==> src/rtl/bcd_serial_sub.sv <==
// Digit-serial BCD subtractor: A - B = A + C9(B) + 1, one digit per clock, LSD first.
// Define BCD_SUB_SIGN_MAG_EN to recomplement negative results into sign-magnitude form.
module bcd_serial_sub #(
  parameter int DIGITS = 4
) (
  input  logic                  clk,
  input  logic                  rst,
  input  logic                  start,
  input  logic [4*DIGITS-1:0]   a,
  input  logic [4*DIGITS-1:0]   b,
  output logic                  busy,
  output logic                  done,
  output logic [4*DIGITS-1:0]   diff,
  output logic                  neg,
  output logic                  invalid
);

  localparam int W  = 4 * DIGITS;
  localparam int IW = (DIGITS > 1) ? $clog2(DIGITS) : 1;
  localparam logic [IW-1:0] LAST_IDX = IW'(DIGITS - 1);

`ifdef BCD_SUB_SIGN_MAG_EN
  typedef enum logic [1:0] {IDLE, RUN, FIX, DONE} state_t;
`else
  typedef enum logic [1:0] {IDLE, RUN, DONE} state_t;
`endif

  state_t         state_q, state_d;
  logic [W-1:0]   a_q, a_d, b_q, b_d, diff_q, diff_d;
  logic           carry_q, carry_d;
  logic [IW-1:0]  idx_q, idx_d;
  logic           neg_q, neg_d, inv_q, inv_d;

  logic [DIGITS-1:0] bad_a, bad_b;
  logic [3:0]        op_x, op_y, digit_res;
  logic [4:0]        sum, sum_adj;
  logic              carry_out;
  logic [W-1:0]      diff_shift;

  // Operand validity is judged on the values latched at start.
  for (genvar gi = 0; gi < DIGITS; gi++) begin : g_chk
    assign bad_a[gi] = (a[4*gi +: 4] > 4'd9);
    assign bad_b[gi] = (b[4*gi +: 4] > 4'd9);
  end

  always_ff @(posedge clk or posedge rst) begin
    if (rst) begin
      state_q <= IDLE;
      a_q     <= '0;
      b_q     <= '0;
      diff_q  <= '0;
      carry_q <= 1'b0;
      idx_q   <= '0;
      neg_q   <= 1'b0;
      inv_q   <= 1'b0;
    end else begin
      state_q <= state_d;
      a_q     <= a_d;
      b_q     <= b_d;
      diff_q  <= diff_d;
      carry_q <= carry_d;
      idx_q   <= idx_d;
      neg_q   <= neg_d;
      inv_q   <= inv_d;
    end
  end

  always_comb begin
    state_d = state_q;
    a_d     = a_q;
    b_d     = b_q;
    diff_d  = diff_q;
    carry_d = carry_q;
    idx_d   = idx_q;
    neg_d   = neg_q;
    inv_d   = inv_q;
    op_x    = a_q[3:0];
    op_y    = b_q[3:0];
`ifdef BCD_SUB_SIGN_MAG_EN
    // Recomplement pass: 0 + C9(diff digit) + carry reuses the same digit adder.
    if (state_q == FIX) begin
      op_x = 4'd0;
      op_y = diff_q[3:0];
    end
`endif
    sum        = {1'b0, op_x} + (5'd9 - {1'b0, op_y}) + {4'd0, carry_q};
    sum_adj    = sum + 5'd6;
    carry_out  = (sum > 5'd9);
    digit_res  = carry_out ? sum_adj[3:0] : sum[3:0];
    diff_shift = (diff_q >> 4) | (W'(digit_res) << (W - 4));

    case (state_q)
      IDLE: begin
        if (start) begin
          a_d     = a;
          b_d     = b;
          inv_d   = |{bad_a, bad_b};
          carry_d = 1'b1;
          idx_d   = '0;
          state_d = RUN;
        end
      end
      RUN: begin
        a_d     = a_q >> 4;
        b_d     = b_q >> 4;
        diff_d  = diff_shift;
        carry_d = carry_out;
        idx_d   = idx_q + 1'b1;
        if (idx_q == LAST_IDX) begin
          idx_d   = '0;
          neg_d   = ~carry_out;
          state_d = DONE;
          if (inv_q) begin
            diff_d = '0;
            neg_d  = 1'b0;
          end
`ifdef BCD_SUB_SIGN_MAG_EN
          else if (!carry_out) begin
            carry_d = 1'b1;
            state_d = FIX;
          end
`endif
        end
      end
`ifdef BCD_SUB_SIGN_MAG_EN
      FIX: begin
        diff_d  = diff_shift;
        carry_d = carry_out;
        idx_d   = idx_q + 1'b1;
        if (idx_q == LAST_IDX) begin
          idx_d   = '0;
          state_d = DONE;
        end
      end
`endif
      DONE: state_d = IDLE;
      default: state_d = IDLE;
    endcase
  end

`ifdef BCD_SUB_SIGN_MAG_EN
  assign busy = (state_q == RUN) || (state_q == FIX);
`else
  assign busy = (state_q == RUN);
`endif
  assign done    = (state_q == DONE);
  assign diff    = diff_q;
  assign neg     = neg_q;
  assign invalid = inv_q;

endmodule

==> config.mk <==
export PLATFORM = sky130hd
export DESIGN_NAME = bcd_serial_sub
export DESIGN_NICKNAME = d
export VERILOG_FILES = /design/src/rtl/bcd_serial_sub.sv
export SDC_FILE = /design/constraint.sdc
export NUM_CORES = 1
export LEC_CHECK = 0
export BUFFER_PORTS_ARGS = -buffer_cell sky130_fd_sc_hd__buf_2
export CAP_MARGIN = 20
export CORE_MARGIN = 10
export CORE_UTILIZATION = 49
export DETAILED_ROUTE_END_ITERATION = 8
export GPL_TIMING_DRIVEN = 0
export PLACE_DENSITY = 0.72
export SYNTH_ARGS = -nofsm -noshare
export SYNTH_HDL_FRONTEND = slang
export SYNTH_SLANG_ARGS = --single-unit
==> constraint.sdc <==
create_clock -name clk -period 2.52 [get_ports clk]
set_input_delay 0.126 -clock clk [delete_from_list [all_inputs] [get_ports clk]]
set_output_delay 0.126 -clock clk [all_outputs]
set_load 0.02 [all_outputs]
==> flow_metrics.tcl, run 1 <==
set metrics [dict create \
    result_of_the_run "complete, no violations" \
    layout.nets 388 \
    numPortBuffers 54 \
    viasPerCell 5.49 \
    crit_arrival_ps 2690 \
    synthesis.yosys.warnings 0 \
    placed_cells_incl_taps 395 \
    layout.filler_cells 460 \
    yosysSeqAreaShare_pct 51.1 \
    regArea_um2 1380 \
    detail_route.iter0.violations 129 \
    min_delay_path_class "input port to flop" \
    fin_tns_setup_ps 0 \
    gp_congestion 0.811 \
    cts_tree "yes" \
    globalRouteOverflowTotal 0 \
    antennaDiodeCount 0 \
    clkSinkCount 55 \
    synth-seq-cells 55 \
    multi_input_area_um2 1250 \
    min_from "b[12]" \
    critical_path.max_fanout 4 \
    capturing_point_of_the_worst_reg2reg_path "neg" \
    cts.reportedPaths.clkPinSlew_ps 100 \
    boundaryPins 55 \
    r2r_slack_ps 20 \
    synth_cells 270 \
    first_pass_iteration_count_of_the_detailed_router 4 \
    slew_viol_final 0 \
    power_per_cell_area_nw_per_um2 1530 \
    drive_above_1_share_pct 28.6 \
    finalWorstPathRequiredPeriod_ps 2500 \
    worstPathBufferInverterCount 3 \
    num_vias 2269 \
    largest_delay_share_family_worst_path "adder cells" \
    worstRegToRegCells 9 \
    post_synth_instance_area_um2 2700 \
    clock_latency_ps 300 \
    timing.hold.worst_endpoint "b_q[12]" \
    die_area_um2 8870 \
    max_freq_ghz 0.399 \
    layout_worst_path_cycle_share_pct 99.3 \
    reg2reg_from "b_q[1]" \
    dieWidth_um 94.2 \
    cpMaxStageDelayCell "fa_2" \
    total_clock_buffers_created_by_cts 5 \
    library_cell_used_as_clock_root_buffer "clkbuf_8" \
    setup_viol 0 \
    dominantRegCellSynth "dfrtp_1" \
    grt_start_max_net_pins 33 \
    mostFrequentLayoutCell "buf_2" \
    async_flop_share_pct 100 \
    worst_clock_skew_on_the_final_layout_ps 9.42 \
    ant_nets 0 \
    post_dp_hpwl_um 4900 \
    wire_per_inst_um 16.2 \
    cts-htree-levels 2 \
    floorplan.core_area_um2 5200 \
    clockBufferDepth 2 \
    instances_no_fill 413 \
    min_path_cells 3 \
    critPathKind "flop to flop" \
    critPathLaunchType "flop" \
    die_h_um 94.2 \
    overall_global_routing_usage_pct 15.5 \
    timing.critical_path.to_type "flop" \
    timing.slew.headroom_pct 64.4 \
    grt_first_pass_wirelength_um 11100 \
    postRouteWirelength_um 6700 \
    drv_cap 0 \
    syn_area_per_cell_um2 9.98 \
    path_cells "ha_1 -> inv_2 -> ha_4 -> fa_2 -> inv_2 -> ha_4 -> buf_6 -> a211o_4 -> a32o_1" \
    total_design_power_uw 5080 \
    power_leakage_uw 0.00155 \
    worst_ep_required_time_ps 2710 \
    synth_nets 315 \
    vias_in_the_first_global_route 2264 \
    critical-path-max-stage-delay_ps 590 \
    antenna_violations_before_repair 0 \
    floorplan.rows 26 \
    finalHoldViolations 0 \
    area_growth_pct 22.9 \
    start_util_pct 51.8 \
    rsz_0062_raised_after_global_routing "yes" \
    timing_worst_slew_pin_value_ps 534 \
    detail_route.drc_violations 0 \
    commonest_non_fill_non_tap_cells_in_the_layout "buf_2 (57), dfrtp_1 (55), nand2_1 (47)" \
    edff_count_synth 0 \
    peakVddDrop_uv 592 \
    synthDistinctLibCells 46 \
]
==> per-stage QoR <==
stage	util [%]	worst slack, ps	cell area [µm²]	hold WS (ps)
after global routing	63.7	-40.7	3310	11.3
final	63.7	16.9	3310	21.7
after CTS	62.5	8.69	3260	15.2
after detailed placement	59.0	-74.0	3070	184
after global placement	58.7	-54.0	3050	330
after floorplan	-	94.9	2700	243
==> power by group <==
group | internal, µW | total [µW] | switching (µW)
logic | 1390 | 3160 | 1770
clock network | 216 | 489 | 272
registers | 1230 | 1430 | 198
total | 2840 | 5080 | 2240
==> cells in the mapped netlist (2+ instances only) <==
cell        n  area [µm²]
nor2_1      8        30.0
inv_1      14        52.6
nand2b_1    2        12.5
o2111ai_1   2        17.5
buf_4       2        15.0
ha_1        8         100
o21ai_1     5        25.0
o21ai_0    38         190
fa_1        2        40.0
buf_2       3        15.0
nor3_1      3        15.0
a22o_1     12         105
dfrtp_1    55        1380
a21oi_1     7        35.0
nand4_1     4        25.0
mux2i_1    20         200
nand2_1    47         176
or3_1       2        12.5
clkbuf_1    9        33.8
==> routing by layer <==
metal	wire length, µm	up-vias	share of wire [%]	track usage (%)
li1	-	1094	-	-
met4	73	0	1.1	4.94
met2	3220	66	48	24.5
met1	2990	1103	45	20.2
met5	0	-	0	0
met3	411	6	6.1	4.00
==> tightest hold or removal path: stages <==
cell and delay (ps):
buf_2 80, nand2_1 40, o21ai_0 60
==> area by class of cell <==
class | count | area share (%)
clock inverters | 1 | 0.151
plain buffers | 15 | 2.27
clock buffers | 6 | 2.49
repair buffers | 66 | 11.4
well taps | 70 | 2.64
multi-input cells | 185 | 37.6
flip-flops and latches | 55 | 41.5
inverters | 15 | 1.85
==> worst max-delay path by stage <==
stage | startpoint | endpoint | cells after the start
final | b_q[1] | neg | 9
after global routing | b_q[1] | neg | 9
after CTS | b_q[1] | diff[14] | 10
after detailed placement | b_q[0] | diff[13] | 9
after global placement | b_q[0] | diff[13] | 9
after floorplan | a_q[0] | diff[13] | 10
==> kinds of logic (layout without fill, tap and decap cells) <==
kind of cell / Yosys count / in the layout / synth area share [%]
simple gates: 78 / 78 / 13.4
compound gates: 75 / 75 / 17.2
flops: 55 / 55 / 51.1
buf+inv: 30 / 103 / 5.06
mux: 20 / 20 / 7.43
fa+ha+maj: 10 / 10 / 5.20
xor+xnor: 2 / 2 / 0.650
==> state kept, by name (all words and copies together), names as in the netlist <==
| register | count |
|---|---|
| a_q | 16 |
| diff | 16 |
| idx_q | 2 |
| invalid | 1 |
| b_q | 16 |
| state_q | 2 |
| carry_q | 1 |
| neg | 1 |
==> timing repair <==
item	4_1_cts	5_1_grt
hold endpoints to repair	23	0
gates resized for setup	9	8
pin swaps	11	5
buffers inserted	6	4
hold buffers	1	0
endpoints found under the setup margin	1	5
(Power assumes the default switching activity.)
==> run 2, diff against run 1 <==
Settings changed: CORE_ASPECT_RATIO set to 1.75.
==> flow_metrics.tcl, run 2 (synthesis gave the netlist of run 1 again) <==
set metrics [dict create \
    antennaDiodeCount 0 \
    first_pass_iteration_count_of_the_detailed_router 4 \
    grt_start_max_net_pins 39 \
    clockBufferDepth 2 \
    slew_viol_final 0 \
    die_h_um 118 \
    critical_path.max_fanout 3 \
    layout.filler_cells 470 \
    power.net_switching_uw 2190 \
    clkSinkCount 55 \
    critPathKind "flop to flop" \
    mostFrequentLayoutCell "buf_2" \
    finalWorstPathRequiredPeriod_ps 2450 \
    layout_worst_path_cycle_share_pct 97.3 \
    power_per_cell_area_nw_per_um2 1510 \
    viasPerCell 5.50 \
    crit_arrival_ps 2670 \
    cts_tree "yes" \
    drv_cap 0 \
    max_freq_ghz 0.408 \
    drive_above_1_share_pct 27.8 \
    library_cell_used_as_clock_root_buffer "clkbuf_8" \
    detail_route.drc_violations 0 \
    commonest_non_fill_non_tap_cells_in_the_layout "buf_2 (57), dfrtp_1 (55), nand2_1 (47)" \
    postRouteWirelength_um 6680 \
    clock_latency_ps 300 \
    globalRouteOverflowTotal 0 \
    power.share.combinational_pct 60.1 \
    power_leakage_uw 0.00153 \
    overall_global_routing_usage_pct 15.2 \
    int_pwr_uw 2810 \
    multi_input_area_um2 1250 \
    min_delay_path_class "input port to flop" \
    fin_tns_setup_ps 0 \
    die_area_um2 8980 \
    power.share.sequential_pct 28.6 \
    final_core_utilization_pct 62.3 \
    power.share.clock_pct 11.3 \
    floorplan.rows 35 \
    timing.critical_path.to_type "flop" \
    cts.reportedPaths.clkPinSlew_ps 100 \
    result_of_the_run "complete, no violations" \
    num_vias 2264 \
    antenna_violations_before_repair 0 \
    worst_clock_skew_on_the_final_layout_ps 9.38 \
    gp_congestion 0.810 \
    total_clock_buffers_created_by_cts 5 \
    detail_route.iter0.violations 135 \
    post_dp_hpwl_um 5110 \
    numPortBuffers 54 \
    floorplan.core_area_um2 5300 \
    finalHoldViolations 0 \
    grt_first_pass_wirelength_um 11500 \
    worst_ep_required_time_ps 2740 \
    setup_viol 0 \
    layout.nets 383 \
    wire_per_inst_um 16.2 \
    vias_in_the_first_global_route 2441 \
    regArea_um2 1380 \
    ant_nets 0 \
    peakVddDrop_uv 624 \
    timing_worst_slew_pin_value_ps 572 \
    dieWidth_um 76.1 \
    p_sw_share_pct 43.8 \
    area_growth_pct 22.6 \
    critPathLaunchType "flop" \
    timing.slew.headroom_pct 61.8 \
    start_util_pct 50.9 \
    boundaryPins 55 \
    cts-htree-levels 2 \
]
-- run 2: power by group through the flow --
stage | logic [µW] | registers, µW | clock network, µW
final | 3010 | 1430 | 566
after global placement | 2450 | 1430 | 0
after CTS | 2900 | 1430 | 581
after global routing | 3370 | 1480 | 616
after detailed placement | 2520 | 1440 | 0
after floorplan | 1750 | 1540 | 0
-- run 2: metrics by stage --
step / instance area, µm² / setup WS [ps] / total power (µW) / hold slack [ps] / std cells
3_5_place_dp: 3080 / -118 / 3960 / 134 / 399
3_3_place_gp: 3060 / -61.7 / 3880 / 334 / 398
5_1_grt: 3300 / -14.5 / 5460 / 37.8 / 412
4_1_cts: 3270 / -8.26 / 4910 / 23.1 / 412
2_1_floorplan: 2700 / 94.9 / 3290 / 243 / 270
6_report: 3300 / 67.7 / 5000 / 33.3 / 412
-- run 2: cell type report --
class	instances	share of cell area, %
tap	74	2.80
sequential	55	41.7
timing repair buffer	61	10.2
clock buffer	5	2.08
clock inverter	2	1.14
multi-input combinational	185	37.9
buffer	15	2.27
inverter	15	1.93
-- run 2: path summary, 6_finish.rpt --
path	startpoint	to	slack [ps]	depth (start not counted)
setup / recovery	b_q[1]	diff[15]	70	9
hold / removal	a[12]	a_q[12]	30	3
setup reg to reg	b_q[1]	diff[15]	70	9
hold reg to reg	a_q[6]	a_q[2]	490	2
max in group asynchronous	rst	b_q[3]	1650	4
min in group asynchronous	rst	b_q[4]	340	3
-- run 2: repair_timing --
| item | in CTS | in global routing |
|---|---|---|
| endpoints found under the setup margin | 3 | 5 |
| endpoints found under the hold margin | 17 | 0 |
| pin swaps | 10 | 9 |
| resized for setup | 11 | 6 |
| setup buffers | 5 | 1 |
| hold buffers | 1 | 0 |
-- run 2: critical path, cell delays in order, from the launching register on --
cell      delay [ps]
dfrtp_1          450
ha_4             310
inv_4             30
ha_4             150
fa_2             560
inv_2             50
ha_4             170
buf_4            130
or3_1            360
o211ai_1         150
-- run 2: metal layers --
metal  GRT usage, %  wire length, µm  vias up  share of wire, %
met5              0                0        -                 0
li1               -                -     1084                 -
met1           16.0             2570     1091                39
met3           4.66              415       18               6.2
met2           26.8             3480       71                52
met4           6.78              212        0               3.2
==> run 3, diff against run 2 <==
Settings changed: CORE_UTILIZATION 49 to 50, PLACE_DENSITY 0.72 to 0.71.
Clock period 2.52 ns to 2.4 ns, I/O delays scaled along.
==> flow_metrics.tcl, run 3 (synthesis gave the netlist of run 1 again) <==
set metrics [dict create \
    violations_in_the_final_reports "setup timing" \
    boundaryPins 55 \
    first_pass_iteration_count_of_the_detailed_router 8 \
    antenna_violations_before_repair 0 \
    postRouteWirelength_um 6690 \
    timing.slew.headroom_pct 65.3 \
    timing.final.ws_setup_ps -52.8 \
    power_leakage_uw 0.00154 \
    layout.nets 382 \
    area_growth_pct 22.4 \
    min_path_cells 3 \
    overall_global_routing_usage_pct 16.1 \
    dieWidth_um 75.5 \
    numPortBuffers 54 \
    capturing_point_of_the_worst_reg2reg_path "neg" \
    start_util_pct 51.3 \
    power.net_switching_uw 2360 \
    post_dp_hpwl_um 5250 \
    largest_delay_share_family_worst_path "adder cells" \
    peakVddDrop_uv 624 \
    critical_path.max_fanout 4 \
    gp_congestion 0.828 \
    reg2reg_from "b_q[1]" \
    cts_tree "yes" \
    clockBufferDepth 2 \
    min_delay_path_class "input port to flop" \
    commonest_non_fill_non_tap_cells_in_the_layout "buf_2 (57), dfrtp_1 (55), nand2_1 (47)" \
    vias_in_the_first_global_route 2311 \
    r2r_slack_ps -50 \
    cts-htree-levels 2 \
    critPathLaunchType "flop" \
    detail_route.iter0.violations 144 \
    cpMaxStageDelayCell "fa_2" \
    dpl_cell_area_um2 3060 \
    power_per_cell_area_nw_per_um2 1630 \
    drive_above_1_share_pct 28.1 \
    power.share.combinational_pct 60.2 \
    globalRouteOverflowTotal 0 \
    rsz_0062_raised_after_global_routing "yes" \
    power.share.clock_pct 11.8 \
    hold_ws_ps 13.3 \
    path_cells "ha_4 -> inv_2 -> ha_4 -> fa_2 -> inv_2 -> ha_4 -> a211o_4 -> a32o_1" \
    floorplan.rows 35 \
    finalHoldViolations 0 \
    wire_per_inst_um 17.0 \
    library_cell_used_as_clock_root_buffer "clkbuf_8" \
    critPathKind "flop to flop" \
    p_sw_share_pct 44.0 \
    worstPathBufferInverterCount 2 \
    grt_first_pass_wirelength_um 11000 \
    cts.reportedPaths.clkPinSlew_ps 100 \
    worst_ep_required_time_ps 2600 \
    ant_nets 0 \
    viasPerCell 5.65 \
    layout_worst_path_cycle_share_pct 102 \
    setup_viol 2 \
    int_pwr_uw 3010 \
    worstRegToRegCells 8 \
    layout.cell_area.non_filler_um2 3300 \
    finalWorstPathRequiredPeriod_ps 2450 \
    max_freq_ghz 0.408 \
    die_h_um 117 \
    fin_tns_setup_ps -91.1 \
    floorplan.core_area_um2 5260 \
    power.share.sequential_pct 28.0 \
    crit_arrival_ps 2650 \
    antennaDiodeCount 0 \
    timing.hold.worst_endpoint "b_q[12]" \
    clkSinkCount 55 \
    grt_start_max_net_pins 36 \
    critical-path-top-cell-by-count "ha_4" \
    clock_latency_ps 310 \
    mostFrequentLayoutCell "buf_2" \
    num_vias 2221 \
    timing.critical_path.to_type "flop" \
    critical-path-max-stage-delay_ps 590 \
    result_of_the_run "finished, violations left" \
    slew_viol_final 0 \
    die_area_um2 8840 \
    total_clock_buffers_created_by_cts 5 \
    layout.filler_cells 473 \
    min_from "b[12]" \
    worst_clock_skew_on_the_final_layout_ps 9.31 \
    timing_worst_slew_pin_value_ps 521 \
    cp-startpoint "b_q[1]" \
    detail_route.drc_violations 0 \
    drv_cap 0 \
]
run 3: final cells by class:
class | instances | area (µm²) | share of cell area, %
Clock buffer | 6 | 82.6 | 2.50
Tap cell | 55 | 68.8 | 2.09
Inverter | 15 | 61.3 | 1.86
Clock inverter | 2 | 35.0 | 1.06
Timing Repair Buffer | 60 | 330 | 10.0
Buffer | 15 | 75.1 | 2.28
Multi-Input combinational cell | 185 | 1270 | 38.5
Sequential cell | 55 | 1380 | 41.7
run 3: repair_timing:
item / 4_1_cts / 5_1_grt
pin swaps: 10 / 6
setup buffers: 2 / 2
endpoints found under the hold margin: 20 / 0
hold buffers: 1 / 0
cloned: 0 / 0
endpoints found under the setup margin: 3 / 3
resized for setup: 10 / 4
run 3: through the flow:
| stage | util (%) | power, µW | setup slack (ps) | instances |
|---|---|---|---|---|
| floorplan | - | 3510 | 84.6 | 270 |
| global placement | 57.9 | 4140 | -54.9 | 379 |
| detailed placement | 58.3 | 4230 | -96.1 | 380 |
| CTS | 61.9 | 5190 | -15.1 | 391 |
| global route | 62.8 | 5830 | -96.9 | 393 |
| finish | 62.8 | 5370 | -52.8 | 393 |
run 3: power groups by stage:
stage	logic, µW	registers [µW]	clock network [µW]
after global routing	3600	1550	688
after detailed placement	2710	1520	0
final	3240	1500	636
after floorplan	1890	1620	0
after CTS	3050	1500	646
after global placement	2630	1500	0
run 3: worst register-to-register path, cell delays in order, from the launching register on:
cell	delay [ps]
dfrtp_1	440
ha_4	290
inv_2	40
ha_4	150
fa_2	590
inv_2	60
ha_4	170
a211o_4	360
a32o_1	260
run 3: how the worst max path moves through the flow:
stage	endpoint	slack, ps	cells past startpoint
5_1_grt	diff[14]	-100	9
3_3_place_gp	diff[13]	-50	9
6_report	neg	-50	8
3_5_place_dp	diff[13]	-100	9
2_1_floorplan	diff[13]	80	10
4_1_cts	neg	-20	8
run 3: per-layer routing:
metal  routed length [µm]  vias up  global-route usage [%]
met3                  366       11                    3.46
met2                 3690       65                    30.1
li1                     -     1081                       -
met1                 2480     1064                    16.7
met4                  148        0                    5.60
met5                    0        -                       0
